--- src/rtl/score_bcd_formatter_pkg.sv ---
// Shared constants and types for the score-to-BCD display formatter.
// Holds the digit geometry, clamp limit, FSM encoding and display-bus reset values.
package score_bcd_formatter_pkg;

    localparam int NUM_DIGITS = 8;
    localparam int DIGIT_W    = 4;

    localparam logic [31:0] BCD_MAX = 32'd99_999_999;

    // Display bus after reset shows a single "0".
    localparam logic [31:0] RST_DATA = 32'h0000_0000;
    localparam logic [7:0]  RST_MASK = 8'h01;

    typedef enum logic [1:0] {
        IDLE   = 2'd0,
        CONV   = 2'd1,
        COMMIT = 2'd2
    } state_t;

    // True when a BCD digit is not zero; drives the leading-zero mask.
    function automatic logic digit_nonzero(input logic [DIGIT_W-1:0] digit);
        return (digit != 4'd0);
    endfunction

endpackage

--- src/rtl/score_bcd_formatter_bcd_digit_adjust.sv ---
// Double-dabble correction for one BCD digit: values of 5 or more get +3
// so the following left shift carries correctly into the next digit.
module bcd_digit_adjust
    import score_bcd_formatter_pkg::*;
(
    input  logic [DIGIT_W-1:0] digit,
    output logic [DIGIT_W-1:0] adjusted
);

    // Conditional add-3 on a single nibble.
    always_comb begin
        adjusted = digit;
        if (digit >= 4'd5) begin
            adjusted = digit + 4'd3;
        end else begin
            adjusted = digit;
        end
    end

endmodule

--- src/rtl/score_bcd_formatter.sv ---
// Sequential binary-to-BCD converter feeding the 8-digit seven-segment scanner.
// Display outputs only change in the single COMMIT cycle, never mid-conversion.
module score_bcd_formatter
    import score_bcd_formatter_pkg::*;
#(
    parameter int DATA_W   = 27,
    parameter bit BLANK_EN = 1'b1
) (
    input  logic              clk,
    input  logic              rst,
    input  logic [DATA_W-1:0] in_value,
    input  logic              in_valid,
    output logic              in_ready,
    output logic [31:0]       output_data,
    output logic [7:0]        output_valid,
    output logic              out_done,
    output logic              out_sat
);

    localparam int CNT_W = 6;

    state_t            state_r;
    logic [DATA_W-1:0] bin_r;
    logic [31:0]       bcd_r;
    logic [CNT_W-1:0]  cnt_r;
    logic              sat_r;

    logic [31:0]       bcd_adj_s;
    logic [7:0]        mask_s;
    logic [32:0]       in_ext_s;
    logic              clamp_s;
    logic              accept_s;
    logic              unused_top_s;

    assign in_ready = (state_r == IDLE) && !rst;
    assign accept_s = in_valid && in_ready;

    // One spare zero bit keeps the extension legal for DATA_W = 32.
    assign in_ext_s = {{(33 - DATA_W){1'b0}}, in_value};
    assign clamp_s  = (in_ext_s > {1'b0, BCD_MAX});

    // The top adjusted bit is shifted out; BCD_MAX never reaches it.
    assign unused_top_s = bcd_adj_s[31];

    for (genvar g = 0; g < NUM_DIGITS; g++) begin : g_adj
        bcd_digit_adjust u_adj (
            .digit    (bcd_r[DIGIT_W*g +: DIGIT_W]),
            .adjusted (bcd_adj_s[DIGIT_W*g +: DIGIT_W])
        );
    end

    // Leading-zero blanking mask computed from the finished accumulator.
    always_comb begin
        logic seen;
        seen   = 1'b0;
        mask_s = 8'hFF;
        if (BLANK_EN) begin
            for (int i = NUM_DIGITS - 1; i >= 0; i--) begin
                seen      = seen | digit_nonzero(bcd_r[DIGIT_W*i +: DIGIT_W]);
                mask_s[i] = seen;
            end
            mask_s[0] = 1'b1;
        end else begin
            mask_s = 8'hFF;
        end
    end

    // Conversion FSM with registered display outputs.
    always_ff @(posedge clk) begin
        if (rst) begin
            state_r      <= IDLE;
            bin_r        <= '0;
            bcd_r        <= 32'h0000_0000;
            cnt_r        <= '0;
            sat_r        <= 1'b0;
            output_data  <= RST_DATA;
            output_valid <= RST_MASK;
            out_done     <= 1'b0;
            out_sat      <= 1'b0;
        end else begin
            out_done <= 1'b0;
            case (state_r)
                IDLE: begin
                    if (accept_s) begin
                        if (clamp_s) begin
                            bin_r <= BCD_MAX[DATA_W-1:0];
                            sat_r <= 1'b1;
                        end else begin
                            bin_r <= in_value;
                            sat_r <= 1'b0;
                        end
                        bcd_r   <= 32'h0000_0000;
                        cnt_r   <= CNT_W'(DATA_W);
                        state_r <= CONV;
                    end
                end
                CONV: begin
                    bcd_r <= {bcd_adj_s[30:0], bin_r[DATA_W-1]};
                    bin_r <= bin_r << 1;
                    cnt_r <= cnt_r - 6'd1;
                    if (cnt_r == 6'd1) begin
                        state_r <= COMMIT;
                    end
                end
                COMMIT: begin
                    output_data  <= bcd_r;
                    output_valid <= mask_s;
                    out_sat      <= sat_r;
                    out_done     <= 1'b1;
                    state_r      <= IDLE;
                end
                default: begin
                    state_r <= IDLE;
                end
            endcase
        end
    end

endmodule

--- config.mk ---
export PLATFORM = sky130hd
export DESIGN_NAME = score_bcd_formatter
export DESIGN_NICKNAME = d
export VERILOG_FILES = /design/src/rtl/score_bcd_formatter_pkg.sv /design/src/rtl/score_bcd_formatter_bcd_digit_adjust.sv /design/src/rtl/score_bcd_formatter.sv
export SDC_FILE = /design/constraint.sdc
export NUM_CORES = 1
export LEC_CHECK = 0
export ABC_AREA = 1
export BUFFER_PORTS_ARGS = -buffer_cell sky130_fd_sc_hd__clkbuf_2
export CORE_MARGIN = 10
export CORE_UTILIZATION = 60
export DETAILED_ROUTE_END_ITERATION = 8
export PLACE_DENSITY = 0.83
export SYNTH_ARGS = -nofsm -noshare
export SYNTH_HDL_FRONTEND = slang
export SYNTH_SLANG_ARGS = --single-unit
--- constraint.sdc ---
create_clock -name clk -period 2.5 [get_ports clk]
set_clock_uncertainty 0.05 [all_clocks]
set_input_delay 0.375 -clock clk [delete_from_list [all_inputs] [get_ports clk]]
set_output_delay 0.375 -clock clk [all_outputs]
set_load 0.01 [all_outputs]
# ---- Word-level counts from Yosys, hierarchy flattened
# Cells that the tools add are included.
dict set report op_classes {
  bitwise 6
  order_cmp 9
  muxes 20
  reduce_logical 15
  n_eq_ne 5
  addsub 9
}
# cell count
set op_table {}
lappend op_table {{case mux 32 bit (2 select lines)} 1}
lappend op_table {{two-way mux 27 bit} 2}
lappend op_table {{case mux 27 bit (2 select lines)} 1}
lappend op_table {{>= comparator 4 x 3 -> 1 bit, second input constant} 8}
lappend op_table {{two-way mux 32 bit} 1}
lappend op_table {{adder 4 x 2 -> 4 bit, second input constant} 7}
lappend op_table {{two-way mux 4 bit} 7}
lappend op_table {{nonzero test 4 bit} 7}
lappend op_table {{greater-than comparator 27 bit, second input constant} 1}
lappend op_table {{case mux 6 bit (2 select lines)} 1}
lappend op_table {{== test 6 x 1 -> 1 bit, second input constant} 1}
lappend op_table {{two-way mux 6 bit} 1}
lappend op_table {{bitwise OR 1 bit} 6}
lappend op_table {{AND reduction 2 bit} 3}
lappend op_table {{subtractor 6 x 1 -> 6 bit, second input constant} 1}
lappend op_table {{two-way mux 2 bit} 2}
lappend op_table {{inequality test 2 bit, second input constant} 2}
lappend op_table {{case mux 2 bit (2 select lines)} 1}
lappend op_table {{adder 3 x 2 -> 3 bit, second input constant} 1}
lappend op_table {{two-way mux 3 bit} 1}
lappend op_table {{== test 2 x 1 -> 1 bit, second input constant} 1}
lappend op_table {{== test 2 bit, second input constant} 1}
lappend op_table {{logical AND 1 bit} 2}
lappend op_table {{zero test 2 bit} 1}
lappend op_table {{other kinds (3)} 4}
dict set report totals {
  wordCells 73
  out_inout_bits 43
  inputBits 30
  reg_bits 109
}

# ---- Depth between registers and ports, before layout
dict set report depth {
  ltp_word 7
  depth_mapped 11
  mapped_depth_nobuf 10
}

# ---- Modules after synthesis
# A second synthesis with hierarchy kept.
dict set report unflattened {
  cells_unflattened 764
  hier_area_um2 5582.9
}
# module area_per_inst_um2 cells_each instances
set by_module_without_submodules {}
lappend by_module_without_submodules {score_bcd_formatter 4501.8 580 1}
lappend by_module_without_submodules {bcd_digit_adjust 135.1 23 8}

# ---- Worst setup path before layout
# No wires, ideal clock.
dict set report synth_path {
  path_kind {input to register}
  startpoint {in rst}
  endpoint {reg bcd_r[24]}
  setup_time_ns 0.132
  path_stages 8
  path_slack_ns 1.025
  required_ns 2.318
  arrival_time_ns 1.293
  cell_sequence {nor3_2 > nand2_1 > nand2_2 > inv_2 > buf_4 > buf_2 > nand2_1 > a21oi_1}
}
dict set report synth_via {
  elab_chain_len 5
}
# item line_no
set synth_lines {}
lappend synth_lines {{from (decl)} score_bcd_formatter.sv:10} ;# input logic rst,
lappend synth_lines {{zero test 1 bit} score_bcd_formatter.sv:35} ;# assign in_ready = (state_r == IDLE) && !rst;
lappend synth_lines {{logical AND 1 bit} score_bcd_formatter.sv:35}
lappend synth_lines {{logical AND 1 bit} score_bcd_formatter.sv:36} ;# assign accept_s = in_valid && in_ready;
lappend synth_lines {{inequality test 2 bit (no source line)} -}
lappend synth_lines {{AND reduction 2 bit (no source line)} -}
lappend synth_lines {{to (signal assigned)} score_bcd_formatter.sv:98} ;# bcd_r <= {bcd_adj_s[30:0], bin_r[DATA_W-1]};
lappend synth_lines {{to (decl)} score_bcd_formatter.sv:24} ;# logic [31:0] bcd_r;
# Several ways; a longest one is shown, not always the timed one.
# A chain may end at the register's enable or synchronous reset.

# ---- Worst setup path after layout
dict set report layout_path {
  startpoint {reg state_r[1]}
  endpoint {reg output_data[28]}
}
dict set report layout_via {
  elab_chain_len 1
}
# item line_no
set layout_lines {}
lappend layout_lines {{from (decl)} score_bcd_formatter.sv:22} ;# state_t state_r;
lappend layout_lines {{from (signal assigned)} score_bcd_formatter.sv:71} ;# state_r <= IDLE;
lappend layout_lines {{from (signal assigned)} score_bcd_formatter.sv:94} ;# state_r <= CONV;
lappend layout_lines {{from (signal assigned)} score_bcd_formatter.sv:102} ;# state_r <= COMMIT;
lappend layout_lines {{== test 2 bit} score_bcd_formatter.sv:82} ;# case (state_r)
lappend layout_lines {{to (signal assigned)} score_bcd_formatter.sv:106} ;# output_data <= bcd_r;
lappend layout_lines {{to (decl)} score_bcd_formatter.sv:14} ;# output logic [31:0] output_data,
# No other way between the ends.

==> flow_metrics.env <==
export IMPL_via_per_inst=5.603
export IMPL_worstHoldPathCells=3
export IMPL_holdBufCountCts=0
export IMPL_fin_ws_ps=728.3
export IMPL_final_nets=811
export IMPL_first_global_vias=4717
export IMPL_clkTransAtPathRegs_ps=110
export IMPL_drive_gt1_frac=0.1577
export IMPL_syn_to_final_growth_pct=10.68
export IMPL_pre_cts_slack_ps=599.1
export IMPL_synth_edf_count=0
export IMPL_r2r_worst_path_cells=6
export IMPL_worstPathMaxFanout=40
export IMPL_max_stage_delay_ps=390
export IMPL_worstPathCellList="inv_1 -> or2_1 -> inv_2 -> buf_12 -> o21ai_0 -> a21oi_1"
export IMPL_crit_required_ps=2740
export IMPL_ioPinCount=73
export IMPL_ys_types=41
export IMPL_synth_area_per_cell_um2=7.452
export IMPL_hold_viol=0
export IMPL_final_util=0.6747
export IMPL_swShare=0.3030
export IMPL_seqPwrFrac=0.551
export IMPL_diodes=0
export IMPL_power_switching_mw=1.039
export IMPL_wire_per_inst_um=14.17
export IMPL_post_cts_resized=0
export IMPL_clkPwrFrac=0.291
export IMPL_syn_nets=758
export IMPL_stdcell_count=869
export IMPL_yosys_warnings=0
export IMPL_status="finished, final reports clean"
export IMPL_maxCapViolations=0
export IMPL_async_reset_ff_frac=0
export IMPL_crit_path_top_delay_cell="inv_2"
export IMPL_port_buffers=71
export IMPL_yosys_area_top_type_share=0.4165
export IMPL_power_total_mw=3.428
export IMPL_endpoint_kind="register"
export IMPL_cts_tree="yes"
export IMPL_p_comb_frac=0.158
export IMPL_dp_hpwl_um=8888
export IMPL_std_cell_rows=34
export IMPL_clock_sinks=109
export IMPL_coreArea_mm2=0.008593
export IMPL_hold_class="primary input to register"
export IMPL_grt_antenna_before_repair=0
export IMPL_globalplace_congestion=0.8433
export IMPL_arrival_ps=2010
export IMPL_irDropWorstVdd_mv=0.2892
export IMPL_drtIter0Drc=362
export IMPL_cts_root_buffer="clkbuf_8"
export IMPL_yosys_cell_count_top_type="nand2_1"
export IMPL_critPathBufInv=3
export IMPL_firstDrtPassIters=5
export IMPL_crit_type="register to register"
export IMPL_timing_final_crit_share=0.7087
export IMPL_slew_headroom=0.5621
export IMPL_start_kind="register"
export IMPL_yosysSeqAreaShare=0.4165
export IMPL_cts_buffer_depth=2
export IMPL_synthFlopType="dfxtp_1"
export IMPL_routed_via_count=4869
export IMPL_final_area_mm2=0.005798
export IMPL_grt_use_total=0.1904
export IMPL_clock_fmax_mhz=564.4
export IMPL_fin_crit_ps=1772
export IMPL_tightestPinTransition_ps=656.0
export IMPL_p_int_mw=2.390
export IMPL_h_tree_depth=3
export IMPL_worst_path_stages=6
export IMPL_crit_family="buffers and inverters"
export IMPL_finalHoldWorstSlack_ps=244.4
export IMPL_grt_setup_unrepaired="no"
export IMPL_yosys_top_cells_area="dfxtp_1 42%, a21oi_1 10%, nand2_1 8.0%"
export IMPL_fp_dieArea_mm2=0.01287
export IMPL_placed_area_mm2=0.005615
export IMPL_ys_ff_latch=109
export IMPL_drc_errors=0
export IMPL_leakagePower_nw=2.470
export IMPL_synth_cells=703
export IMPL_dieHeight_um=113.4
export IMPL_syn_area_mm2=0.005239
export IMPL_cts_buffers=9
export IMPL_grt_overflow=0
export IMPL_drt_wl_total_um=12310
export IMPL_start_util=0.6096
export IMPL_post_place_cells=853
export IMPL_synth_top_cells_by_count="112 x nand2_1, 109 x dfxtp_1, 106 x a21oi_1"
export IMPL_clock_latency_ps=370
export IMPL_die_w_um=113.4
export IMPL_yosysTopAreaCell="dfxtp_1"
export IMPL_grt_pass1_wl_um=21190
export IMPL_power_per_cell_area_mw_per_mm2=591.3
export IMPL_grt_max_degree=41
export IMPL_postCtsSetupRepairBufs=0
export IMPL_slew_violations=0
export IMPL_fin_tns_setup_ps=0
export IMPL_postRouteAntennaNets=0
export IMPL_setup_violations=0
-- sequential cells by signal, summed over array words and instances, names as in the netlist --
register	cells
bcd_r	32
bin_r	27
cnt_r	6
out_done	1
out_sat	1
output_data	32
output_valid	7
sat_r	1
state_r	2
-- worst register-to-register path, stage by stage, from the launching register on --
cell and delay, ps:
dfxtp_1 360, inv_1 60, or2_1 320, inv_2 390, buf_12 250, o21ai_0 130
a21oi_1 130
-- routing by layer --
metal	routed length [µm]	track usage	vias to the layer above
li1	-	-	2458
met1	5491	0.2354	2264
met2	5857	0.3280	129
met3	772	0.03412	18
met4	191	0.06007	0
met5	0	0	-
-- final timing paths --
path | slack [ps] | end | from
worst min-delay path | 240 | bin_r[13]$_SDFFE_PP0P_ | in_value[13]
worst max-delay path | 730 | output_data[28]$_SDFFE_PP0P_ | state_r[1]$_SDFFE_PP0P_
worst max register to register | 730 | output_data[28]$_SDFFE_PP0P_ | state_r[1]$_SDFFE_PP0P_
worst min register to register | 420 | bcd_r[27]$_SDFFE_PP0P_ | bcd_r[27]$_SDFFE_PP0P_
-- layout make-up --
class / count / area [µm²]
Clock buffer: 9 / 123.9
Multi-Input combinational cell: 470 / 2532
Inverter: 84 / 315.3
Fill cell: 708 / 2795
Sequential cell: 109 / 2182
Clock inverter: 7 / 58.81
Timing Repair Buffer: 82 / 450.4
Tap cell: 108 / 135.1
-- cells in the final DEF, fill, tap and decap left out, types with 2 or more instances in the layout --
cell | Yosys | routed
a211oi_1 | 3 | 3
a21oi_1 | 106 | 106
a21oi_2 | 3 | 3
a31oi_1 | 2 | 2
buf_4 | 3 | 10
clkbuf_2 | 1 | 71
clkbuf_8 | 0 | 9
clkinvlp_4 | 0 | 4
dfxtp_1 | 109 | 109
ha_1 | 25 | 25
inv_1 | 79 | 79
inv_2 | 4 | 4
nand2_1 | 112 | 112
nand2_2 | 5 | 5
nand3_1 | 25 | 25
nand4_1 | 9 | 9
nor2_1 | 48 | 48
nor2_2 | 3 | 3
nor2_4 | 2 | 2
nor3_1 | 23 | 23
o211ai_1 | 5 | 5
o21ai_0 | 59 | 59
o21ai_1 | 2 | 2
o221ai_1 | 18 | 18
o22ai_1 | 3 | 3
o311ai_0 | 2 | 2
or2_2 | 2 | 2
xnor2_1 | 3 | 3
-- cells by family (layout without fill, tap and decap cells) --
logic type | after synthesis | count (layout) | synth area share
other | 1 | 1 | 0.0007158
AND/OR/NAND/NOR | 234 | 234 | 0.1958
flip-flops | 109 | 109 | 0.4165
XOR/XNOR | 4 | 4 | 0.006689
adder cells (fa/ha/maj) | 25 | 25 | 0.05971
AO/OA/AOI/OAI | 206 | 206 | 0.2204
buffers and inverters | 124 | 182 | 0.1001
-- power groups by stage --
stage / Clock, mW / Sequential [mW] / Combinational [mW]
floorplan: 0 / 1.92 / 0.386
global placement: 0 / 1.93 / 0.517
detailed placement: 0 / 1.93 / 0.536
CTS: 1.01 / 1.89 / 0.538
global route: 1.08 / 1.90 / 0.606
finish: 0.998 / 1.89 / 0.540
(Power assumes the default switching activity.)
